[config.mk]
export PLATFORM = sky130hd
export DESIGN_NAME = fsic_wb_arbiter
export DESIGN_NICKNAME = d
export VERILOG_FILES = /design/src/rtl/fsic_wb_arb_pkg.sv /design/src/rtl/fsic_wb_arb_rr.sv /design/src/rtl/fsic_wb_arbiter.sv
export SDC_FILE = /design/constraint.sdc
export NUM_CORES = 1
export LEC_CHECK = 0
export ABC_AREA = 1
export BUFFER_PORTS_ARGS = -buffer_cell sky130_fd_sc_hd__buf_2
export CAP_MARGIN = 20
export CORE_AREA = 2 2 121 123
export CTS_CLUSTER_SIZE = 30
export DETAILED_ROUTE_END_ITERATION = 12
export DIE_AREA = 0 0 123 125
export PLACE_DENSITY = 0.54
export RECOVER_POWER = 100
export SLEW_MARGIN = 20
export SYNTH_ARGS = -nofsm -noshare
export SYNTH_HDL_FRONTEND = slang
export SYNTH_SLANG_ARGS = --single-unit
[constraint.sdc]
create_clock -name wb_clk -period 1.16 [get_ports wb_clk]
set_input_delay 0.232 -clock wb_clk [delete_from_list [all_inputs] [get_ports wb_clk]]
set_output_delay 0.232 -clock wb_clk [all_outputs]
set_load 0.02 [all_outputs]
[src/rtl/fsic_wb_arb_pkg.sv]
// Shared types and constants for the FSIC Wishbone two-master arbiter.
// Optional hang timeout is enabled by defining WB_ARB_TIMEOUT_EN.
package fsic_wb_arb_pkg;

  typedef enum logic {
    ARB_IDLE = 1'b0,
    ARB_BUSY = 1'b1
  } arb_state_t;

  localparam logic GRANT_M0 = 1'b0;
  localparam logic GRANT_M1 = 1'b1;

  localparam logic [31:0] DEFAULT_TIMEOUT_DATA = 32'hDEAD_BEEF;

  // Two-way round-robin choice: a lone requester wins, a tie goes to
  // whichever master was not served last.
  function automatic logic rr_pick(input logic [1:0] req, input logic last_grant);
    logic pick;
    if (req == 2'b11) begin
      pick = ~last_grant;
    end else if (req[1]) begin
      pick = GRANT_M1;
    end else begin
      pick = GRANT_M0;
    end
    return pick;
  endfunction

endpackage

[src/rtl/fsic_wb_arb_rr.sv]
// Two-way round-robin picker used by the FSIC Wishbone arbiter.
module fsic_wb_arb_rr
  import fsic_wb_arb_pkg::*;
(
  input  logic [1:0] req,
  input  logic       last_grant,
  output logic       gnt_valid,
  output logic       gnt
);

  // Pure combinational choice; the caller decides when to latch it.
  always_comb begin
    gnt_valid = |req;
    gnt       = rr_pick(req, last_grant);
  end

endmodule

[src/rtl/fsic_wb_arbiter.sv]
// Two-master, one-target classic Wishbone arbiter for the FSIC config port.
// Round-robin grant, one transaction per grant, at least one IDLE cycle
// between transactions. Define WB_ARB_TIMEOUT_EN to enable the hang timeout
// that completes a stuck transaction with TIMEOUT_DATA and pulses timeout_o.
module fsic_wb_arbiter
  import fsic_wb_arb_pkg::*;
#(
  parameter int                ADDR_W       = 32,
  parameter int                DATA_W       = 32,
  parameter int                TIMEOUT_CYC  = 255,
  parameter logic [DATA_W-1:0] TIMEOUT_DATA = DATA_W'(DEFAULT_TIMEOUT_DATA)
) (
  input  logic                wb_clk,
  input  logic                wb_rst_n,
  input  logic                m0_cyc,
  input  logic                m0_stb,
  input  logic                m0_we,
  input  logic [DATA_W/8-1:0] m0_sel,
  input  logic [ADDR_W-1:0]   m0_adr,
  input  logic [DATA_W-1:0]   m0_wdata,
  output logic                m0_ack,
  output logic [DATA_W-1:0]   m0_rdata,
  input  logic                m1_cyc,
  input  logic                m1_stb,
  input  logic                m1_we,
  input  logic [DATA_W/8-1:0] m1_sel,
  input  logic [ADDR_W-1:0]   m1_adr,
  input  logic [DATA_W-1:0]   m1_wdata,
  output logic                m1_ack,
  output logic [DATA_W-1:0]   m1_rdata,
  output logic                s_cyc,
  output logic                s_stb,
  output logic                s_we,
  output logic [DATA_W/8-1:0] s_sel,
  output logic [ADDR_W-1:0]   s_adr,
  output logic [DATA_W-1:0]   s_wdata,
  input  logic                s_ack,
  input  logic [DATA_W-1:0]   s_rdata,
  output logic                timeout_o
);

  localparam int SEL_W = DATA_W / 8;

  if (TIMEOUT_CYC < 1 || (DATA_W % 8) != 0) begin : g_param_check
    $error("fsic_wb_arbiter: TIMEOUT_CYC must be >= 1 and DATA_W a multiple of 8");
  end

  arb_state_t        state_reg;
  arb_state_t        state_next;
  logic              grant_reg;
  logic              last_grant_reg;
  logic [1:0]        req;
  logic              gnt_valid;
  logic              gnt;
  logic              busy;
  logic              done;
  logic              to_fire;
  logic              g_cyc;
  logic              g_stb;
  logic              g_we;
  logic [SEL_W-1:0]  g_sel;
  logic [ADDR_W-1:0] g_adr;
  logic [DATA_W-1:0] g_wdata;

  assign req  = {m1_cyc & m1_stb, m0_cyc & m0_stb};
  assign busy = (state_reg == ARB_BUSY);

  fsic_wb_arb_rr u_rr (
    .req        (req),
    .last_grant (last_grant_reg),
    .gnt_valid  (gnt_valid),
    .gnt        (gnt)
  );

  // Select the bus signals of whichever master currently holds the grant.
  always_comb begin
    if (grant_reg == GRANT_M1) begin
      g_cyc   = m1_cyc;
      g_stb   = m1_stb;
      g_we    = m1_we;
      g_sel   = m1_sel;
      g_adr   = m1_adr;
      g_wdata = m1_wdata;
    end else begin
      g_cyc   = m0_cyc;
      g_stb   = m0_stb;
      g_we    = m0_we;
      g_sel   = m0_sel;
      g_adr   = m0_adr;
      g_wdata = m0_wdata;
    end
  end

`ifdef WB_ARB_TIMEOUT_EN
  localparam int CNT_W = (TIMEOUT_CYC > 1) ? $clog2(TIMEOUT_CYC) : 1;

  logic [CNT_W-1:0] count_reg;

  // Count BUSY cycles without a target ack; IDLE holds zero so each grant starts fresh.
  always_ff @(posedge wb_clk or negedge wb_rst_n) begin
    if (!wb_rst_n) begin
      count_reg <= '0;
    end else if (state_reg == ARB_IDLE) begin
      count_reg <= '0;
    end else if (!s_ack) begin
      count_reg <= count_reg + 1'b1;
    end
  end

  // A real ack in the last allowed cycle wins; an abort also takes precedence.
  assign to_fire = busy && g_cyc && !s_ack && (count_reg == CNT_W'(TIMEOUT_CYC - 1));
`else
  assign to_fire = 1'b0;
`endif

  // A transaction ends on target ack, master abort or forced timeout.
  assign done = busy && (s_ack || !g_cyc || to_fire);

  // State register.
  always_ff @(posedge wb_clk or negedge wb_rst_n) begin
    if (!wb_rst_n) begin
      state_reg <= ARB_IDLE;
    end else begin
      state_reg <= state_next;
    end
  end

  // Next-state logic: grant from IDLE, return to IDLE once the transaction ends.
  always_comb begin
    state_next = state_reg;
    case (state_reg)
      ARB_IDLE: if (gnt_valid) state_next = ARB_BUSY;
      ARB_BUSY: if (done)      state_next = ARB_IDLE;
    endcase
  end

  // Latch the winner on leaving IDLE; remember who was served when it finishes.
  always_ff @(posedge wb_clk or negedge wb_rst_n) begin
    if (!wb_rst_n) begin
      grant_reg      <= GRANT_M0;
      last_grant_reg <= GRANT_M1;
    end else begin
      if (state_reg == ARB_IDLE && gnt_valid) begin
        grant_reg <= gnt;
      end
      if (done) begin
        last_grant_reg <= grant_reg;
      end
    end
  end

  // Output muxing: everything idles at zero outside BUSY, so s_ack in IDLE is never forwarded.
  always_comb begin
    s_cyc     = 1'b0;
    s_stb     = 1'b0;
    s_we      = 1'b0;
    s_sel     = '0;
    s_adr     = '0;
    s_wdata   = '0;
    m0_ack    = 1'b0;
    m1_ack    = 1'b0;
    m0_rdata  = '0;
    m1_rdata  = '0;
    timeout_o = 1'b0;
    if (busy) begin
      s_cyc     = g_cyc & ~to_fire;
      s_stb     = g_stb & ~to_fire;
      s_we      = g_we;
      s_sel     = g_sel;
      s_adr     = g_adr;
      s_wdata   = g_wdata;
      timeout_o = to_fire;
      if (grant_reg == GRANT_M1) begin
        m1_ack   = s_ack | to_fire;
        m1_rdata = to_fire ? TIMEOUT_DATA : s_rdata;
      end else begin
        m0_ack   = s_ack | to_fire;
        m0_rdata = to_fire ? TIMEOUT_DATA : s_rdata;
      end
    end
  end

endmodule

# After elaboration in Yosys (flattened, before gate mapping)
# Index checks and enable logic that the tools add are counted.
[totals] reg_bits=3 latchBits=0 ramBits=0 mem_bits_ro=0 in_bits=177 n_memories=0
[op_classes] add_sub_neg=0 multipliers=0 div_mod_pow=0 order_cmp=0 eq_ne=1 n_shift=0 mux=25 n_bitwise=4 reduce_logical=5
[op_table] operator="two-way mux 32 bit" n=8
[op_table] operator="two-way mux 1 bit" n=14
[op_table] operator="two-way mux 4 bit" n=2
[op_table] operator="AND 1 bit" n=2
[op_table] operator="equality test 2 bit (second input constant)" n=1
[op_table] operator="logical AND 1 bit" n=2
[op_table] operator="NOT 1 bit" n=2
[op_table] operator="one-hot mux 1 bit (2 select lines)" n=1
[op_table] operator="OR reduction 2 bit" n=1
[op_table] operator="logical NOT 1 bit" n=1
[op_table] operator="logical OR 1 bit" n=1

# Longest topological paths before layout
# Gate-level depths: netlist of the first run.
[logic_depth] ltp_word=6 mapped_depth=6 ltp_nobuf=6

# By module
# Synthesis of the first run repeated with hierarchy kept, for this count alone.
[unflattened] hier_cells=368 area_unflattened_um2=1576.5
[by_module_without_submodules] module="fsic_wb_arbiter" n_inst=1 cells_each=365 area_each_um2=1561.5 seq_area_each_um2=76.3
[by_module_without_submodules] module="fsic_wb_arb_rr" n_inst=1 cells_each=3 area_each_um2=15.0 seq_area_each_um2=0.0

# Worst setup path before layout of the first run
# No wires, ideal clock.
[synth_path] path_type="reg2out" from="reg grant_reg" to="out s_sel[0]" arrival_time_ns=1.079 path_slack_ns=-0.151 path_stages_with_launch=5 n_path_buf=2 path_cell_list="dfrtp_1 buf_4 buf_2 nand2_1 a21oi_1"
[synth_via] elab_chain_cells=2
[synth_rtl] element="start: declaration" line_no="fsic_wb_arbiter.sv:50" text="logic grant_reg;"
[synth_rtl] element="start signal: assignment" line_no="fsic_wb_arbiter.sv:144" text="grant_reg <= gnt;"
[synth_rtl] element="two-way mux 4 bit" line_no="fsic_wb_arbiter.sv:77" text="if (grant_reg == GRANT_M1) begin"
[synth_rtl] element="two-way mux 4 bit" line_no="fsic_wb_arbiter.sv:165" text="if (busy) begin"
[synth_rtl] element="end: declaration" line_no="fsic_wb_arbiter.sv:34" text="output logic [DATA_W/8-1:0] s_sel,"
# No other way between the ends.

# Worst setup path after layout of the first run
[layout_path] from="reg grant_reg" to="out m1_rdata[30]"
[layout_via] elab_chain_cells=2
[layout_rtl] element="two-way mux 32 bit" line_no="fsic_wb_arbiter.sv:173" text="if (grant_reg == GRANT_M1) begin"
[layout_rtl] element="two-way mux 32 bit" line_no="fsic_wb_arbiter.sv:165"
[layout_rtl] element="end: declaration" line_no="fsic_wb_arbiter.sv:30" text="output logic [DATA_W-1:0] m1_rdata,"
# No other way between the ends.

==> flow_summary.json, run 1 <==
{
  "num_rows": 44,
  "grtUsageTotal_pct": 11.7,
  "powerDensity_nw_per_um2": 1370,
  "hp-start": "m1_cyc",
  "grt_max_degree": 34,
  "violations": "negative setup slack",
  "p_sw_mw": 3.46,
  "die_x_um": 123,
  "worstReg2RegEnd": "last_grant_reg",
  "clock_path_buffers": 2,
  "crit_type": "reg -> out",
  "ys_top_cells_by_count": "150 x nand2_1, 71 x a21oi_1, 67 x nor2_1, 35 x inv_1, 25 x buf_2",
  "hold_viol_final": 0,
  "worstPathMaxFanout": 33,
  "fmax_mhz": 607,
  "clockPowerShare_pct": 8.2,
  "setup_viol": 139,
  "cts-buffers-inserted": 3,
  "via_count": 3433,
  "first_iter_violations": 136,
  "fin_area_um2": 4840,
  "ys_ff_latch": 3,
  "io-pin-count": 315,
  "globalplace.congestion": 0.775,
  "combPwrFrac_pct": 88.7,
  "synth.avg_cell_area_um2": 4.31,
  "p_seq_share_pct": 3.0,
  "cts_tree": "yes",
  "arrival_ns": 1.42,
  "path_cells": "buf_8 > nand2_2 > buf_12 > nor2_2 > buf_4",
  "worstHoldPathCells": 3,
  "hold_class": "in -> reg",
  "diodes": 0,
  "ant_nets": 0,
  "clock-sinks": 3,
  "fillers": 1537,
  "area_delta_synth_final_pct": 208,
  "maxCapViolCount": 0,
  "vias_per_cell": 3.93,
  "fin_nets": 867,
  "grt_remaining_overflow": 0,
  "synthCells": 364,
  "synth.area.top_cells": "nand2_1 36%, a21oi_1 23%, nor2_1 16%, inv_1 8.4%, buf_2 8.0%",
  "initial_core_util_pct": 11.1,
  "drc": 0,
  "grt_pass1_vias": 3058,
  "syn_area_um2": 1570,
  "p_leak_nw": 2.61,
  "ir_worst_vdd_mv": 0.529,
  "min_to": "grant_reg",
  "start_kind": "register",
  "antenna_found_initial": 1,
  "ys_seq_area_share_pct": 4.86,
  "wl_mm": 11.2,
  "synth_cell_types": 15,
  "timing.final.crit_share_pct": 142,
  "clk_latency_ns": 0.22,
  "required_ns": 0.93,
  "synth_top_area_share_pct": 35.9,
  "wl_per_cell_um": 12.9,
  "dr.pass1.iters": 5,
  "r2r_setup_slack_ns": -0.09,
  "finalWorstSetupSlack_ns": -0.487,
  "cp_slowest_cell": "dfrtp_2",
  "rsz0062_at_grt": "yes",
  "yosys.area.top_type": "nand2_1",
  "die_y_um": 125,
  "synth_edf_count": 0,
  "p_sw_share_pct": 52.3,
  "whs_ns": 0.305,
  "dieArea_um2": 15400,
  "port_buffers": 313,
  "tns_ns": -56.98,
  "core_area_um2": 14200,
  "clkSlewWorstSetupHoldPaths_ns": 0.03,
  "fin_crit_ns": 1.65,
  "cts-root-buf": "clkbuf_16",
  "slowest_delay_ns": 0.44,
  "synthArstFlopShare_pct": 100,
  "drive_above_1_share_pct": 67.5,
  "place_area_um2": 3980,
  "slew_viol_final": 0,
  "intPower_mw": 3.16,
  "run_status": "finished with violations",
  "yosysMostFrequentCell": "nand2_1",
  "syn-num-nets": 541,
  "ff2ff_path_depth": 7,
  "grt_pass1_wl_mm": 14.5,
  "end_kind": "output pin",
  "yosys_warnings": 0,
  "htree_levels": 1,
  "skew_ns": 0.00108,
  "timing.rr.start": "grant_reg",
  "synth_flop_cell": "dfrtp_1",
  "dp_hpwl_mm": 8.09,
  "total_power_mw": 6.62
}
## metal layers
layer / vias to the layer above / share of wire, % / global-route usage, %
met5: - / 0.12 / 0
met4: 2 / 1.6 / 3.94
met3: 14 / 6.6 / 1.00
met2: 150 / 52 / 21.3
met1: 1509 / 40 / 14.2
li1: 1758 / - / -
## repair_timing
| item | 4_1_cts | 5_1_grt |
|---|---|---|
| cloned | 1 | 4 |
| buffers inserted | 2 | 0 |
| resized for setup | 39 | 185 |
| endpoints found under the setup margin | 140 | 140 |
| hold endpoints to repair | 3 | 0 |
| hold buffers | 1 | 0 |
## how the worst max path moves through the flow
stage | start | end | slack, ns | cells past startpoint
after floorplan | grant_reg | s_adr[14] | -0.15 | 4
after global placement | grant_reg | s_adr[2] | -0.34 | 5
after detailed placement | grant_reg | s_wdata[24] | -0.35 | 5
after CTS | grant_reg | s_wdata[24] | -0.49 | 5
after global routing | grant_reg | s_adr[23] | -0.53 | 5
final | grant_reg | m1_rdata[30] | -0.49 | 5
## kinds of logic after synthesis
kind of cell	after synthesis	synth area share (%)
compound gates	73	23.4
buf+inv	66	18.2
flops	3	4.86
simple gates	221	53.2
other cells	1	0.239
## metrics by stage
step           setup WS, ns  util (%)  instances
2_1_floorplan        -0.151         -        364
3_3_place_gp         -0.336      28.0        861
3_5_place_dp         -0.351      28.0        861
4_1_cts              -0.486      29.7        869
5_1_grt              -0.532      34.1        873
6_report             -0.487      34.1        873
## worst max-delay path: cells and delay by family (launching register included)
| kind | cells | cell delay, ns |
|---|---|---|
| and+or+nand+nor | 2 | 0.22 |
| DFF | 1 | 0.44 |
| buffers and inverters | 3 | 0.50 |
## power by group through the flow
stage	logic [mW]	registers (mW)	clock network, mW
finish	5.88	0.202	0.546
global route	6.26	0.208	0.563
CTS	4.93	0.189	0.559
detailed placement	4.62	0.186	0
global placement	4.63	0.186	0
floorplan	2.95	0.176	0
## cell usage in the layout (no fill, tap or decap), drive strengths merged, types with 2 or more instances in the layout
| cell | Yosys | routed |
|---|---|---|
| a21oi | 71 | 71 |
| nor2 | 67 | 67 |
| inv | 37 | 37 |
| buf | 27 | 344 |
| nand2 | 150 | 150 |
| clkbuf | 2 | 9 |
| nand3 | 3 | 3 |
| dfrtp | 2 | 2 |
## cell type report
cell class / count / area [um2] / share of cell area, %
well taps: 184 / 230 / 4.76
flip-flops and latches: 3 / 77.6 / 1.60
repair buffers: 350 / 2500 / 51.6
multi-input cells: 295 / 1800 / 37.2
clock buffers: 4 / 78.8 / 1.63
inverters: 37 / 154 / 3.18
(Power assumes the default switching activity.)
==> run 2, diff against run 1 <==
- ABC_AREA: 1 -> not set
- CORE_AREA: 2 2 121 123 -> 2 2 122 124
- DIE_AREA: 0 0 123 125 -> 0 0 124 126
- PLACE_DENSITY: 0.54 -> 0.56
- RECOVER_POWER: 100 -> not set
- TNS_END_PERCENT: not set -> 20
==> run 2 against run 1 <==
Against the previous run:
- design area decreased by 11%
- the run still ends with negative setup slack left
- critical endpoint is now s_wdata[14]
- hold slack gained 0.0052 ns
- die area up 1.6%
- critical path depth down 1
- maximum frequency fell by 2.5%
- critical path type unchanged
- clock power about the same
- first-iteration DRC count decreased by 51%
==> flow_summary.json, run 2 <==
{
  "run_status": "finished with violations",
  "violations": "negative setup slack",
  "grt_remaining_overflow": 0,
  "synth.area.top_cells": "mux2i_1 37%, nor2b_1 23%, and2_1 11%, and3_1 11%, buf_4 3.6%",
  "end_kind": "output pin",
  "synth.avg_cell_area_um2": 7.49,
  "ff2ff_path_depth": 4,
  "area_delta_synth_final_pct": 126,
  "slew_viol_final": 0,
  "cts_tree": "yes",
  "grt_max_degree": 58,
  "hp-start": "m0_cyc",
  "core_area_um2": 14300,
  "fmax_mhz": 592,
  "synth_top_area_share_pct": 37.4,
  "synth_cell_types": 23,
  "clock-sinks": 3,
  "antenna_found_initial": 0,
  "wl_per_cell_um": 12.6,
  "die_y_um": 126,
  "r2r_setup_slack_ns": -0.12,
  "wl_mm": 9.34,
  "dp_cells": 736,
  "grt_pass1_vias": 2728,
  "ys_seq_area_share_pct": 4.01,
  "fin_nets": 735,
  "ir_worst_vdd_mv": 0.377,
  "synthCells": 254,
  "synth_simple_gate_area_share_pct": 47.8,
  "multi_input_area_um2": 1760,
  "synth_fa_ha_area_share_pct": 0,
  "finalWorstSetupSlack_ns": -0.530,
  "arrival_ns": 1.46,
  "synth_top_family_by_area": "simple AND/OR/NAND/NOR gates",
  "regArea_um2": 81.3,
  "worstHoldPathCells": 3,
  "die_x_um": 124,
  "hold_viol_final": 0,
  "yosys.area.top_type": "mux2i_1",
  "worstReg2RegEnd": "busy",
  "grt_pass1_wl_mm": 12.6,
  "finalNonFillerCells": 741,
  "total_power_mw": 5.06,
  "fillers": 1539,
  "p_leak_nw": 2.55,
  "htree_levels": 1,
  "dp_hpwl_mm": 7.58,
  "synth_compound_area_share_pct": 1.64,
  "ant_nets": 0,
  "drc": 0,
  "place_area_um2": 3790,
  "timing.rr.start": "grant_reg",
  "diodes": 0,
  "dp_worst_setup_slack_ns": -0.320,
  "clk_latency_ns": 0.22,
  "yosys.area_share.xor_xnor_pct": 0,
  "grtUsageTotal_pct": 10.1,
  "clkSlewWorstSetupHoldPaths_ns": 0.03,
  "tns_ns": -62.39,
  "synth_flop_cell": "dfrtp_1",
  "min_to": "last_grant_reg",
  "rsz0062_at_grt": "yes",
  "yosysMostFrequentCell": "mux2i_1",
  "crit_type": "reg -> out",
  "setup_viol": 139,
  "clock_path_buffers": 2,
  "dieArea_um2": 15600,
  "hold_class": "in -> reg",
  "syn_area_um2": 1900,
  "postCtsSetupBuffers": 0,
  "layout_common_cells": "226 x buf_2, 69 x mux2i_1, 48 x buf_6",
  "io-pin-count": 315,
  "fin_area_um2": 4300,
  "start_kind": "register",
  "worstPathMaxFanout": 28,
  "maxCapViolCount": 0,
  "ys_ff_latch": 3,
  "powerDensity_nw_per_um2": 1180,
  "first_iter_violations": 66,
  "synthArstFlopShare_pct": 100,
  "layout.cells.most_common": "buf_2",
  "initial_core_util_pct": 13.3,
  "required_ns": 0.93,
  "vias_per_cell": 3.92,
  "skew_ns": 0.000304,
  "syn-num-nets": 431,
  "cts-buffers-inserted": 3,
  "drive_above_1_share_pct": 65.9,
  "ys_top_cells_by_count": "71 x mux2i_1, 70 x nor2b_1, 34 x and2_1, 33 x and3_1, 13 x clkbuf_1",
  "fin_crit_ns": 1.69,
  "dr.pass1.iters": 4,
  "num_rows": 44,
  "yosys_warnings": 0,
  "synth_edf_count": 0,
  "synthMuxAreaShare_pct": 37.4,
  "globalplace.congestion": 0.742,
  "port_buffers": 313,
  "via_count": 2903,
  "cts-root-buf": "clkbuf_16",
  "timing.final.crit_share_pct": 146
}
[run 2: layout make-up]
cell class | count | share of cell area, %
Clock buffer | 4 | 1.83
Timing Repair Buffer | 327 | 49.9
Tap cell | 184 | 5.35
Multi-Input combinational cell | 222 | 40.9
Sequential cell | 3 | 1.89
Inverter | 1 | 0.0873
[run 2: timing repair]
action                                  in CTS  in global routing
hold buffers                                 1                  0
hold endpoints to repair                     3                  0
pin swaps                                    1                  3
endpoints found under the setup margin     140                140
gates resized for setup                     87                 55
[run 2: worst max path at each step]
stage | from | to | cells past startpoint
after global placement | grant_reg | s_stb | 4
after floorplan | grant_reg | s_wdata[20] | 5
final | grant_reg | s_wdata[14] | 4
after detailed placement | grant_reg | s_wdata[10] | 4
after CTS | grant_reg | s_wdata[14] | 4
after global routing | grant_reg | s_adr[2] | 4
[run 2: critical path: stages, from the launching register on]
cell and delay (ns):
dfrtp_4 0.49, buf_12 0.23, mux2i_2 0.29, nor2b_4 0.05, buf_2 0.15
[run 2: layer usage]
metal  wire, um  share of wire [%]  up-vias  track usage [%]
li1           -                  -     1457                -
met1       3290                 35     1264             10.4
met2       5130                 55      178             21.1
met3        827                8.9        4            0.679
met4         96                1.0        0             3.04
met5          0                  0        -                0
[run 2: kinds of logic after synthesis]
| logic type | Yosys count |
|---|---|
| other | 1 |
| muxes | 71 |
| buffers and inverters | 29 |
| AOI/OAI and AO/OA | 4 |
| DFF | 3 |
| and+or+nand+nor | 146 |
[run 2: per-stage QoR]
| stage | util [%] | hold WS (ns) |
|---|---|---|
| after global placement | 26.5 | 0.0326 |
| after global routing | 30.1 | 0.319 |
| after floorplan | - | -0.0636 |
| final | 30.1 | 0.310 |
| after CTS | 28.9 | 0.312 |
| after detailed placement | 26.5 | 0.0322 |
[run 2: where the power goes]
part / total [mW] / internal (mW) / leakage, nW / switching [mW]
Combinational: 4.29 / 2.09 / 2.48 / 2.20
Sequential: 0.222 / 0.158 / 0.0324 / 0.0638
Clock: 0.543 / 0.453 / 0.0382 / 0.0896
